--- src/rtl/fifo_stream_out.sv ---
// fifo_stream_out: drains a 1-cycle-latency FIFO read port into a valid/ready stream and counts delivered beats.
// Latency: fifo_rd in cycle N, data captured end of N+1, m_valid in N+2; sustains 1 beat/clk with m_ready high.
// Backpressure: 2-entry head/skid buffer; fifo_rd is withheld once buffered + in-flight bytes reach 2. Optional FIFO_STREAM_PARITY_EN adds m_parity.
module fifo_stream_out #(
   parameter int DW    = 8,
   parameter int CNT_W = 16
) (
   input  logic             clk,
   input  logic             rst,
   input  logic             fifo_empty,
   output logic             fifo_rd,
   input  logic [DW-1:0]    fifo_dout,
   output logic             m_valid,
   input  logic             m_ready,
   output logic [DW-1:0]    m_data,
`ifdef FIFO_STREAM_PARITY_EN
   output logic             m_parity,
`endif
   output logic [CNT_W-1:0] beat_cnt
);

   // Buffer storage: head drives the output, skid catches the byte that lands while head is held.
   logic [DW-1:0] head_dat;
   logic [DW-1:0] skid_dat;
   logic [DW-1:0] head_dat_nxt;
   logic [DW-1:0] skid_dat_nxt;
   logic [1:0]    occ;
   logic [1:0]    occ_nxt;
   logic [1:0]    occ_after_pop;
   logic          inflight;
   logic          pop;
   // Bytes owned by this stage after this cycle's pop (buffered + in flight); 0..2.
   logic [2:0]    level;

`ifdef FIFO_STREAM_PARITY_EN
   logic          head_par;
   logic          skid_par;
   logic          head_par_nxt;
   logic          skid_par_nxt;
   logic          cap_par;
`endif

   assign m_valid = (occ != 2'd0);
   assign m_data  = head_dat;
   assign pop     = m_valid && m_ready;
   assign level   = {1'b0, occ} + {2'b00, inflight} - {2'b00, pop};
   // Read credit check uses the post-pop level so a draining sink keeps reads flowing every cycle.
   assign fifo_rd = !rst && !fifo_empty && (level < 3'd2);

`ifdef FIFO_STREAM_PARITY_EN
   assign cap_par  = ^fifo_dout;
   assign m_parity = head_par;
`endif

   // Next buffer contents: shift skid into head on pop, then place the returning byte in the first free slot.
   always_comb begin
      occ_after_pop = occ - {1'b0, pop};
      head_dat_nxt  = head_dat;
      skid_dat_nxt  = skid_dat;
`ifdef FIFO_STREAM_PARITY_EN
      head_par_nxt  = head_par;
      skid_par_nxt  = skid_par;
`endif
      if (pop && (occ == 2'd2)) begin
         head_dat_nxt = skid_dat;
`ifdef FIFO_STREAM_PARITY_EN
         head_par_nxt = skid_par;
`endif
      end
      // The credit rule guarantees at most one byte is resident here whenever inflight is set.
      if (inflight) begin
         if (occ_after_pop == 2'd0) begin
            head_dat_nxt = fifo_dout;
`ifdef FIFO_STREAM_PARITY_EN
            head_par_nxt = cap_par;
`endif
         end else begin
            skid_dat_nxt = fifo_dout;
`ifdef FIFO_STREAM_PARITY_EN
            skid_par_nxt = cap_par;
`endif
         end
      end
      occ_nxt = level[1:0];
   end

   // State registers: buffer, occupancy, in-flight marker and delivered-beat counter.
   always_ff @(posedge clk or posedge rst) begin
      if (rst) begin
         head_dat <= '0;
         skid_dat <= '0;
         occ      <= 2'd0;
         inflight <= 1'b0;
         beat_cnt <= '0;
`ifdef FIFO_STREAM_PARITY_EN
         head_par <= 1'b0;
         skid_par <= 1'b0;
`endif
      end else begin
         head_dat <= head_dat_nxt;
         skid_dat <= skid_dat_nxt;
         occ      <= occ_nxt;
         inflight <= fifo_rd;
         if (pop) begin
            beat_cnt <= beat_cnt + CNT_W'(1);
         end
`ifdef FIFO_STREAM_PARITY_EN
         head_par <= head_par_nxt;
         skid_par <= skid_par_nxt;
`endif
      end
   end

endmodule

--- config.mk ---
export PLATFORM = sky130hd
export DESIGN_NAME = fifo_stream_out
export DESIGN_NICKNAME = d
export VERILOG_FILES = /design/src/rtl/fifo_stream_out.sv
export SDC_FILE = /design/constraint.sdc
export NUM_CORES = 1
export LEC_CHECK = 0
export CORE_MARGIN = 2
export CORE_UTILIZATION = 25
export CTS_CLUSTER_DIAMETER = 30
export DETAILED_ROUTE_END_ITERATION = 10
export SETUP_SLACK_MARGIN = 0.2
export SYNTH_ARGS = -nofsm -noshare
export SYNTH_HDL_FRONTEND = slang
export SYNTH_SLANG_ARGS = --single-unit
--- constraint.sdc ---
create_clock -name clk -period 5.3 [get_ports clk]
set_input_delay 0.795 -clock clk [delete_from_list [all_inputs] [get_ports clk]]
set_output_delay 0.795 -clock clk [all_outputs]
set_load 0.05 [all_outputs]
==> metrics.log, run 1 <==
INFO  metric drt_iter0_markers = 41
INFO  metric p_per_area = 555.3 nW/um^2
INFO  metric commonest_register_cell_after_synthesis = sky130_fd_sc_hd__dfrtp_1
INFO  metric number_of_core_rows = 28
INFO  metric finalWeightedCongestion = 0.7234
INFO  metric final-max-slew-violation-count = 0
INFO  metric grt_first_pass_wirelength = 5.409 mm
INFO  metric drive_gt1_share = 13.45%
INFO  metric synthDominantAreaCellType = sky130_fd_sc_hd__dfrtp_1
INFO  metric worst_slew_pin_slew = slightly above 600 ps
INFO  metric fin_hold_ws = 472.2 ps
INFO  metric cts_hold_repair.buffers = 0
INFO  metric proportion_of_synthesized_chip_area_in_sequential_cells = 55.51%
INFO  metric post_synthesis_to_final_layout_area_growth = 33.54%
INFO  metric grt_max_degree = 36
INFO  metric final_antenna_net_count = 0
INFO  metric run_status = finished clean
INFO  metric clock_sink_count = 35
INFO  metric cts_inserted_buffers = 5
INFO  metric cap_violations = 0
INFO  metric design.die.area = just under 7000 sq um
INFO  metric critPathLaunchType = input port
INFO  metric numPortBuffers = 37
INFO  metric syn-instance-count = ~130
INFO  metric fin_skew = about 5.1 ps
INFO  metric placed_cells_incl_taps = 238
INFO  metric grt_setup_unrepaired = no
INFO  metric ys_seq_elements = 35
INFO  metric criticalPathCategory = input port to output pin
INFO  metric ys_async_sr_fraction = 100.0%
INFO  metric peakVddDrop = 0.3121 mV
INFO  metric period_needed = between 4000 and 5000 ps
INFO  metric cts_post_setup_buffers_inserted = 0
INFO  metric max_freq = 222.5 MHz
INFO  metric core_footprint = roughly 6000 sq um
INFO  metric die_x = 83.44 microns
INFO  metric die_height = 83.44 microns
INFO  metric worstSkewPairLatency = ~280 ps
INFO  metric drt_wl_total = between 3 and 4 mm
INFO  metric gr-usage-met2 = between 10% and 20%
INFO  metric initial_standard_cell_utilization_of_the_core = 26.18%
INFO  metric grt.met1_usage = 12.98%
INFO  metric syn_area = 1578 sq um
INFO  metric nets = 185
INFO  metric cts.htree.levels = 2
INFO  metric timing.final.crit_share = 84.78%
INFO  metric first_global_vias = 1107
INFO  metric root_buffer = sky130_fd_sc_hd__clkbuf_8
INFO  metric layout_commonest_cell = sky130_fd_sc_hd__clkdlybuf4s50_1
INFO  metric most-common-layout-cells = sky130_fd_sc_hd__clkdlybuf4s50_1, sky130_fd_sc_hd__dfrtp_1, sky130_fd_sc_hd__nand2_1
INFO  metric clk_transition_reported_paths = about 60 ps
INFO  metric grt_overflow_total = 0
INFO  metric synth_top_cell_area_share = around 56%
INFO  metric number_of_enable_type_register_cells_in_the_synthesized_netlist = 0
INFO  metric global_route.peak_usage_layer = met2
INFO  metric avgRoutedWirePerCell = 12.42 microns
INFO  metric drt_drc_violations_left = 0
INFO  metric clock_tree.buffer_depth = 2
INFO  metric ys_top_cells_by_area = sky130_fd_sc_hd__dfrtp_1, sky130_fd_sc_hd__xnor2_1, sky130_fd_sc_hd__mux2_2
INFO  metric dr_total_vias = 1048
INFO  metric timing.final.hold_violations = 0
INFO  metric initial_antenna_violation_count = 0
INFO  metric timing.critical_path.required = 4510 ps
INFO  metric route.detailed.vias_per_inst = 4.260
INFO  metric critical_path.max_fanout = 7
INFO  metric cp_endpoint_kind = output pin
INFO  metric tritoncts = built
INFO  metric globalRouteTotalUtil = 9.741%
INFO  metric worst_slew_margin_rel = 59.25%
INFO  metric min-delay-path-class = flip-flop to flip-flop
INFO  metric grt_util_met3 = 3.579%
INFO  metric synth-warning-count = 0
INFO  metric setup_viol = 0
INFO  metric dp_hpwl = 2.189 mm
INFO  metric post_cts_resize_count = 0
INFO  metric num_antenna_cells = 0
INFO  metric syn_nets = approximately 140
INFO  metric avgSynthCellArea = 12.33 sq um
INFO  metric instances_no_fill = approximately 250
INFO  metric synthDistinctLibCells = 30
INFO  metric tns = 0 ps
INFO  metric worstPathArrival = roughly 3700 ps
INFO  metric io_pins = 38
INFO  metric drt-pass1-iter-count = 4
INFO  metric static-leakage-power = a little over 0.9 nW
[registers in the layout, indices dropped and copies added (netlist names)]
| register | count |
|---|---|
| beat_cnt | 16 |
| inflight | 1 |
| m_data | 8 |
| occ | 2 |
| skid_dat | 8 |
[critical path, stage by stage]
cell	delay, ps
sky130_fd_sc_hd__clkdlybuf4s50_1	590
sky130_fd_sc_hd__o21ai_4	150
sky130_fd_sc_hd__or2_2	330
sky130_fd_sc_hd__nand2_1	80
sky130_fd_sc_hd__ha_1	160
sky130_fd_sc_hd__fa_1	430
sky130_fd_sc_hd__nor4_1	300
sky130_fd_sc_hd__clkdlybuf4s50_1	870
[per-layer routing]
metal / wire [microns] / vias to the layer above
li1: - / 517
met1: 1462 / 509
met2: 1447 / 18
met3: 116 / 4
met4: 29 / 0
met5: 0 / -
[where the power goes]
group | switching (mW) | internal, mW | leakage (nW)
combinational | 0.328 | 0.216 | 0.431
sequential | 0.0835 | 0.361 | 0.444
clock | 0.0898 | 0.0922 | 0.0422
total | 0.501 | 0.669 | 0.917
[cell families after synthesis]
kind of cell	count (synthesis)	share of synthesized area (%)
AND/OR/NAND/NOR	42	15.15
AO/OA/AOI/OAI	10	4.600
flip-flops	35	55.51
buffers and inverters	6	2.220
adder cells (fa/ha/maj)	3	2.855
XOR/XNOR	16	8.882
multiplexers	16	10.79
[final timing paths]
check / startpoint / end / slack (ps) / depth (start not counted)
min in group asynchronous: rst / inflight / 960 / 3
max in group asynchronous: rst / beat_cnt[15] / 4010 / 3
worst min-delay path: beat_cnt[15] / beat_cnt[15] / 470 / 1
worst max register to register: occ[1] / inflight / 3130 / 6
worst max-delay path: m_ready / fifo_rd / 810 / 8
worst min register to register: beat_cnt[15] / beat_cnt[15] / 470 / 1
[cell usage after synthesis (2+ instances only)]
library cell	instances
sky130_fd_sc_hd__dfrtp_1	35
sky130_fd_sc_hd__nand2_1	17
sky130_fd_sc_hd__xnor2_1	13
sky130_fd_sc_hd__mux2_2	8
sky130_fd_sc_hd__mux2i_1	8
sky130_fd_sc_hd__o21ai_0	6
sky130_fd_sc_hd__nand3_1	5
sky130_fd_sc_hd__nand4_1	5
sky130_fd_sc_hd__inv_1	3
sky130_fd_sc_hd__xor2_1	3
sky130_fd_sc_hd__and3_1	2
sky130_fd_sc_hd__ha_1	2
sky130_fd_sc_hd__nor2_4	2
sky130_fd_sc_hd__o21ai_1	2
sky130_fd_sc_hd__o21ai_4	2
[final cells by class]
| class | instances | area, sq um |
|---|---|---|
| clock inverter | 1 | 5.005 |
| fill | 629 | 3919 |
| clock buffer | 7 | 76.32 |
| tap | 75 | 93.84 |
| multi-input combinational | 87 | 666.9 |
| inverter | 3 | 11.26 |
| sequential | 35 | 875.8 |
| timing repair buffer | 38 | 377.9 |
[through the flow]
| stage | worst slack (ps) | cell area, sq um | total power, mW | utilization (%) |
|---|---|---|---|---|
| 2_1_floorplan | 1127 | 1578 | 0.8390 | - |
| 3_5_place_dp | 791.2 | 2026 | 1.000 | 33.62 |
| 3_3_place_gp | 869.1 | 2026 | 0.9917 | 33.62 |
| 5_1_grt | 627.5 | 2107 | 1.250 | 34.97 |
| 4_1_cts | 792.8 | 2107 | 1.190 | 34.97 |
| 6_report | 806.6 | 2107 | 1.170 | 34.97 |
Note: power is estimated with default switching activity, not from simulation.
==> inputs of run 2 (changes only) <==
==> constraint.sdc (replaced) <==
create_clock -name clk -period 4 [get_ports clk]
set_input_delay 0.6 -clock clk [delete_from_list [all_inputs] [get_ports clk]]
set_output_delay 0.6 -clock clk [all_outputs]
set_load 0.05 [all_outputs]
==> run 2 against run 1 <==
Effect of this change: count of clock-buffer cells in the layout unchanged; cell count stayed put; sequential share of layout area shrank 0.20 points; utilization is 0.17 points higher; via count is 0.38% higher; clock skew shrank 1.5 ps; combinational power increased by 35%; critical path depth unchanged; non-clock buffer count is the same; setup slack worse by 420 ps; largest cell class unchanged; wire length increased by 1.3%.
==> metrics.log, run 2 (same netlist as run 1, synthesis figures left out) <==
INFO  metric drt_drc_violations_left = 0
INFO  metric largest_reg_flops = 16
INFO  metric worstPathArrival = 3020 ps
INFO  metric fin_skew = between 3 and 4 ps
INFO  metric stdcell_area = 2117 sq um
INFO  metric timing.final.hold_violations = 0
INFO  metric dp_hpwl = ~2.2 mm
INFO  metric dr_total_vias = 1052
INFO  metric tns = 0 ps
INFO  metric post_synthesis_to_final_layout_area_growth = 34.18%
INFO  metric criticalPathCategory = input port to output pin
INFO  metric timing.final.crit_share = 90.42%
INFO  metric final_antenna_net_count = 0
INFO  metric post_cts_resize_count = 0
INFO  metric die_height = 83.44 microns
INFO  metric grt_max_degree = 36
INFO  metric worstSkewPairLatency = 280 ps
INFO  metric timing.final.ws_setup = approximately 380 ps
INFO  metric grt_overflow_total = 0
INFO  metric clock_power_share = ~15%
INFO  metric timing.critical_path.required = between 3000 and 4000 ps
INFO  metric ff2ff_setup_slack = 1580 ps
INFO  metric clk_transition_reported_paths = 60 ps
INFO  metric core_footprint = 6026 sq um
INFO  metric cts_hold_repair.buffers = 0
INFO  metric route.detailed.vias_per_inst = 4.276
INFO  metric finalWeightedCongestion = slightly above 0.7
INFO  metric timing.hold.worst.start = beat_cnt[15]
INFO  metric largest_register = beat_cnt
INFO  metric worst_slew_margin_rel = 58.49%
INFO  metric critPathLaunchType = input port
INFO  metric fin_hold_ws = 471.2 ps
INFO  metric grt_setup_unrepaired = no
INFO  metric cts_inserted_buffers = 5
INFO  metric drt-pass1-iter-count = 3
INFO  metric initial_standard_cell_utilization_of_the_core = 26.18%
INFO  metric crit-reg2reg-capture = inflight
INFO  metric cp_endpoint_kind = output pin
INFO  metric number_of_core_rows = 28
INFO  metric static-leakage-power = 0.9221 nW
INFO  metric avgRoutedWirePerCell = 12.59 microns
INFO  metric sw_share = between 40% and 50%
INFO  metric io_pins = 38
INFO  metric critical_path.max_fanout = 7
INFO  metric most-common-layout-cells = sky130_fd_sc_hd__clkdlybuf4s50_1, sky130_fd_sc_hd__dfrtp_1, sky130_fd_sc_hd__nand2_1
INFO  metric cellInternalPower = 894.6 uW
INFO  metric hold_path_end = beat_cnt[15]
INFO  metric period_needed = 3617 ps
INFO  metric max_freq = around 280 MHz
INFO  metric placed_cells_incl_taps = 238
INFO  metric layout_commonest_cell = sky130_fd_sc_hd__clkdlybuf4s50_1
INFO  metric peakVddDrop = 0.3658 mV
INFO  metric nets = 185
INFO  metric drt_iter0_markers = 42
INFO  metric tritoncts = built
INFO  metric grt_first_pass_wirelength = approximately 5.4 mm
INFO  metric run_status = finished clean
INFO  metric numPortBuffers = 37
INFO  metric worst_r2r_startpoint = occ[1]
INFO  metric setup_viol = 0
INFO  metric globalRouteTotalUtil = 9.737%
INFO  metric drt_wl_total = 3.096 mm
INFO  metric power_switching = 667.8 uW
INFO  metric root_buffer = sky130_fd_sc_hd__clkbuf_8
INFO  metric comb_pwr_share = 46.9%
INFO  metric min-delay-path-class = flip-flop to flip-flop
INFO  metric share_seq_of_total_power = a little under two fifths
INFO  metric dpl-instance-area = 2036 sq um
INFO  metric p_per_area = 738.0 nW/um^2
INFO  metric cts.htree.levels = 2
INFO  metric clock_tree.buffer_depth = 2
INFO  metric die_x = roughly 83 microns
INFO  metric instances_no_fill = 246
INFO  metric worst_slew_pin_slew = 620.7 ps
INFO  metric min_delay_path_depth = 1
INFO  metric drive_gt1_share = between 10% and 20%
INFO  metric clock_sink_count = 35
INFO  metric cts_post_setup_buffers_inserted = 0
INFO  metric design.die.area = 6962 sq um
INFO  metric cap_violations = 0
INFO  metric num_antenna_cells = 0
INFO  metric final-max-slew-violation-count = 0
INFO  metric reg2reg_depth = 7
INFO  metric first_global_vias = 1077
INFO  metric initial_antenna_violation_count = 0
INFO  metric detailedPlace.worstSlack = 375.0 ps
[run 2: final cells by class]
type / count / area [sq um]
Clock inverter: 1 / 5.005
Timing Repair Buffer: 38 / 387.9
Tap cell: 75 / 93.84
Multi-Input combinational cell: 87 / 666.9
Clock buffer: 7 / 76.32
Sequential cell: 35 / 875.8
Inverter: 3 / 11.26
Fill cell: 627 / 3909
[run 2: how the worst max path moves through the flow]
stage                 start       to  slack [ps]  cells past startpoint
CTS                 m_ready  fifo_rd         380                      8
global placement    m_ready  fifo_rd         410                      8
floorplan           m_ready  fifo_rd         220                      6
finish              m_ready  fifo_rd         380                      8
global route        m_ready  fifo_rd         210                      8
detailed placement  m_ready  fifo_rd         370                      8
[run 2: power groups by stage]
stage	Clock, mW	Combinational [mW]	Sequential (mW)
2_1_floorplan	0	0.313	0.798
3_3_place_gp	0	0.729	0.595
3_5_place_dp	0	0.741	0.598
4_1_cts	0.251	0.743	0.592
5_1_grt	0.269	0.790	0.614
6_report	0.240	0.732	0.590
[run 2: worst max-delay path: stages]
cell                              delay (ps)
sky130_fd_sc_hd__clkdlybuf4s50_1         570
sky130_fd_sc_hd__o21ai_4                 150
sky130_fd_sc_hd__or2_2                   330
sky130_fd_sc_hd__nand2_1                  70
sky130_fd_sc_hd__ha_1                    150
sky130_fd_sc_hd__fa_1                    430
sky130_fd_sc_hd__nor4_1                  500
sky130_fd_sc_hd__buf_12                  210
[run 2: metrics by stage]
step           util [%]  power (mW)
6_report          35.13       1.562
5_1_grt           35.13       1.672
4_1_cts           35.13       1.587
3_5_place_dp      33.78       1.339
3_3_place_gp      33.78       1.323
2_1_floorplan         -       1.112
[run 2: per-layer routing]
metal / track usage (%) / up-vias / share of wire (%)
met1: 12.97 / 506 / 47
met3: 2.982 / 9 / 4.4
li1: - / 517 / -
met4: 4.839 / 0 / 2.0
met2: 14.30 / 20 / 46
met5: 0 / - / 0
==> inputs of run 3 (changes only) <==
--- a/config.mk
+++ b/config.mk
@@ -9,7 +9,9 @@
 export CORE_UTILIZATION = 25
 export CTS_CLUSTER_DIAMETER = 30
 export DETAILED_ROUTE_END_ITERATION = 10
+export PLACE_DENSITY = 0.48
 export SETUP_SLACK_MARGIN = 0.2
+export SLEW_MARGIN = 20
 export SYNTH_ARGS = -nofsm -noshare
 export SYNTH_HDL_FRONTEND = slang
 export SYNTH_SLANG_ARGS = --single-unit
==> run 3 against run 2 <==
Effect of this change: critical path depth unchanged; worst hold slack improved by 7.4 ps; combinational power is 2% higher; largest power group unchanged; highest routed layer unchanged.
==> metrics.log, run 3 (same netlist as run 1, synthesis figures left out) <==
INFO  metric number_of_core_rows = 28
INFO  metric die_x = between 80 and 90 microns
INFO  metric io_pins = 38
INFO  metric worstSetupStartpoint = m_ready
INFO  metric cts.htree.levels = 2
INFO  metric initial_standard_cell_utilization_of_the_core = 26.18%
INFO  metric post_synthesis_to_final_layout_area_growth = 34.58%
INFO  metric grt_setup_unrepaired = no
INFO  metric finalWeightedCongestion = 0.7567
INFO  metric nets = around 190
INFO  metric design.die.area = 6962 sq um
INFO  metric dp_hpwl = 2.362 mm
INFO  metric criticalPathCategory = input port to output pin
INFO  metric detailedPlace.worstSlack = ~360 ps
INFO  metric multi_input_gate_area_in_the_final_layout = 673.1 sq um
INFO  metric grt_overflow_total = 0
INFO  metric peakVddDrop = 0.4275 mV
INFO  metric timing.final.crit_share = between 80% and 90%
INFO  metric globalRouteTotalUtil = 10.54%
INFO  metric setup_viol = 0
INFO  metric fill_cells = 605
INFO  metric drive_gt1_share = ~15%
INFO  metric worst_slew_pin_slew = 710.3 ps
INFO  metric largest_reg_flops = 16
INFO  metric p_per_area = 745.7 nW/um^2
INFO  metric root_buffer = sky130_fd_sc_hd__clkbuf_8
INFO  metric tns = 0 ps
INFO  metric largest_register = beat_cnt
INFO  metric layout_commonest_cell = sky130_fd_sc_hd__clkdlybuf4s50_1
INFO  metric final_antenna_net_count = 0
INFO  metric clk_transition_reported_paths = 70 ps
INFO  metric most-common-layout-cells = sky130_fd_sc_hd__clkdlybuf4s50_1, sky130_fd_sc_hd__dfrtp_1, sky130_fd_sc_hd__nand2_1
INFO  metric timing.hold.worst.start = beat_cnt[15]
INFO  metric timing.final.ws_setup = 513.4 ps
INFO  metric cp_endpoint_kind = output pin
INFO  metric tritoncts = built
INFO  metric first_global_vias = 1172
INFO  metric grt_first_pass_wirelength = 5.913 mm
INFO  metric min-delay-path-class = flip-flop to flip-flop
INFO  metric cts_hold_repair.buffers = 0
INFO  metric worst_r2r_startpoint = occ[1]
INFO  metric fin_skew = 3.213 ps
INFO  metric static-leakage-power = 0.9226 nW
INFO  metric final_core_utilization = 35.24%
INFO  metric worstSkewPairLatency = 280 ps
INFO  metric numPortBuffers = 37
INFO  metric timing.critical_path.required = 3400 ps
INFO  metric core_footprint = between 6000 and 7000 sq um
INFO  metric drt-pass1-iter-count = 4
INFO  metric initial_antenna_violation_count = 0
INFO  metric cap_violations = 0
INFO  metric critPathLaunchType = input port
INFO  metric drt_wl_total = 3.345 mm
INFO  metric route.detailed.vias_per_inst = 4.407
INFO  metric max_freq = 286.8 MHz
INFO  metric final-max-slew-violation-count = 0
INFO  metric die_height = 83.44 microns
INFO  metric clock_tree.buffer_depth = 2
INFO  metric worst_slew_margin_rel = 52.60%
INFO  metric worstPathArrival = 2890 ps
INFO  metric ff2ff_setup_slack = 1720 ps
INFO  metric timing.final.hold_violations = 0
INFO  metric num_antenna_cells = 0
INFO  metric dr_total_vias = 1084
INFO  metric clock_sink_count = 35
INFO  metric critical_path.max_fanout = 7
INFO  metric drt_iter0_markers = 36
INFO  metric avgRoutedWirePerCell = 13.60 microns
INFO  metric period_needed = 3487 ps
INFO  metric drt_drc_violations_left = 0
INFO  metric run_status = finished clean
INFO  metric grt_max_degree = 20
INFO  metric cts_inserted_buffers = 5
INFO  metric seqCellArea = slightly below 900 sq um
## run 3: per-layer routing
| layer | track usage [%] | routed length, microns | vias up |
|---|---|---|---|
| met5 | 0 | 0 | - |
| met4 | 3.079 | 46 | 0 |
| met3 | 4.573 | 237 | 5 |
| met2 | 15.47 | 1419 | 38 |
| met1 | 14.13 | 1641 | 522 |
| li1 | - | - | 519 |
## run 3: cell type report
type                            instances  share of cell area (%)
Tap cell                               75                   4.420
Multi-Input combinational cell         87                   31.70
Clock buffer                            7                   3.595
Inverter                                3                  0.5303
Timing Repair Buffer                   38                   18.27
Sequential cell                        35                   41.25
Clock inverter                          1                  0.2357
## run 3: worst max-delay path, cell delays in order
cell and delay [ps]:
sky130_fd_sc_hd__clkdlybuf4s50_1 570, sky130_fd_sc_hd__o21ai_4 150, sky130_fd_sc_hd__or2_2 330, sky130_fd_sc_hd__nand2_1 70
sky130_fd_sc_hd__ha_1 150, sky130_fd_sc_hd__fa_1 440, sky130_fd_sc_hd__nor4_2 380, sky130_fd_sc_hd__buf_12 190
## run 3: path summary, 6_finish.rpt
kind                                 to  cells after the start
max                             fifo_rd                      8
min                        beat_cnt[15]                      1
max reg2reg                    inflight                      6
min reg2reg                beat_cnt[15]                      1
max in group asynchronous   skid_dat[3]                      3
min in group asynchronous      inflight                      2
## run 3: timing repair
action | CTS | global route
endpoints found under the setup margin | 0 | 1
buffers inserted | 0 | 0
resized for setup | 0 | 1
## run 3: power breakdown
group	internal [mW]	switching (mW)	total [mW]
logic	0.296	0.449	0.746
registers	0.479	0.115	0.593
clock network	0.122	0.122	0.244
total	0.897	0.686	1.58
## run 3: metrics by stage
| stage | instances | cell area [sq um] | power (mW) | hold WS [ps] |
|---|---|---|---|---|
| floorplan | 128 | 1578 | 1.112 | 478.6 |
| global placement | 238 | 2036 | 1.322 | 470.9 |
| detailed placement | 238 | 2036 | 1.345 | 475.6 |
| CTS | 246 | 2117 | 1.595 | 485.2 |
| global route | 246 | 2123 | 1.690 | 497.8 |
| finish | 246 | 2123 | 1.583 | 478.7 |
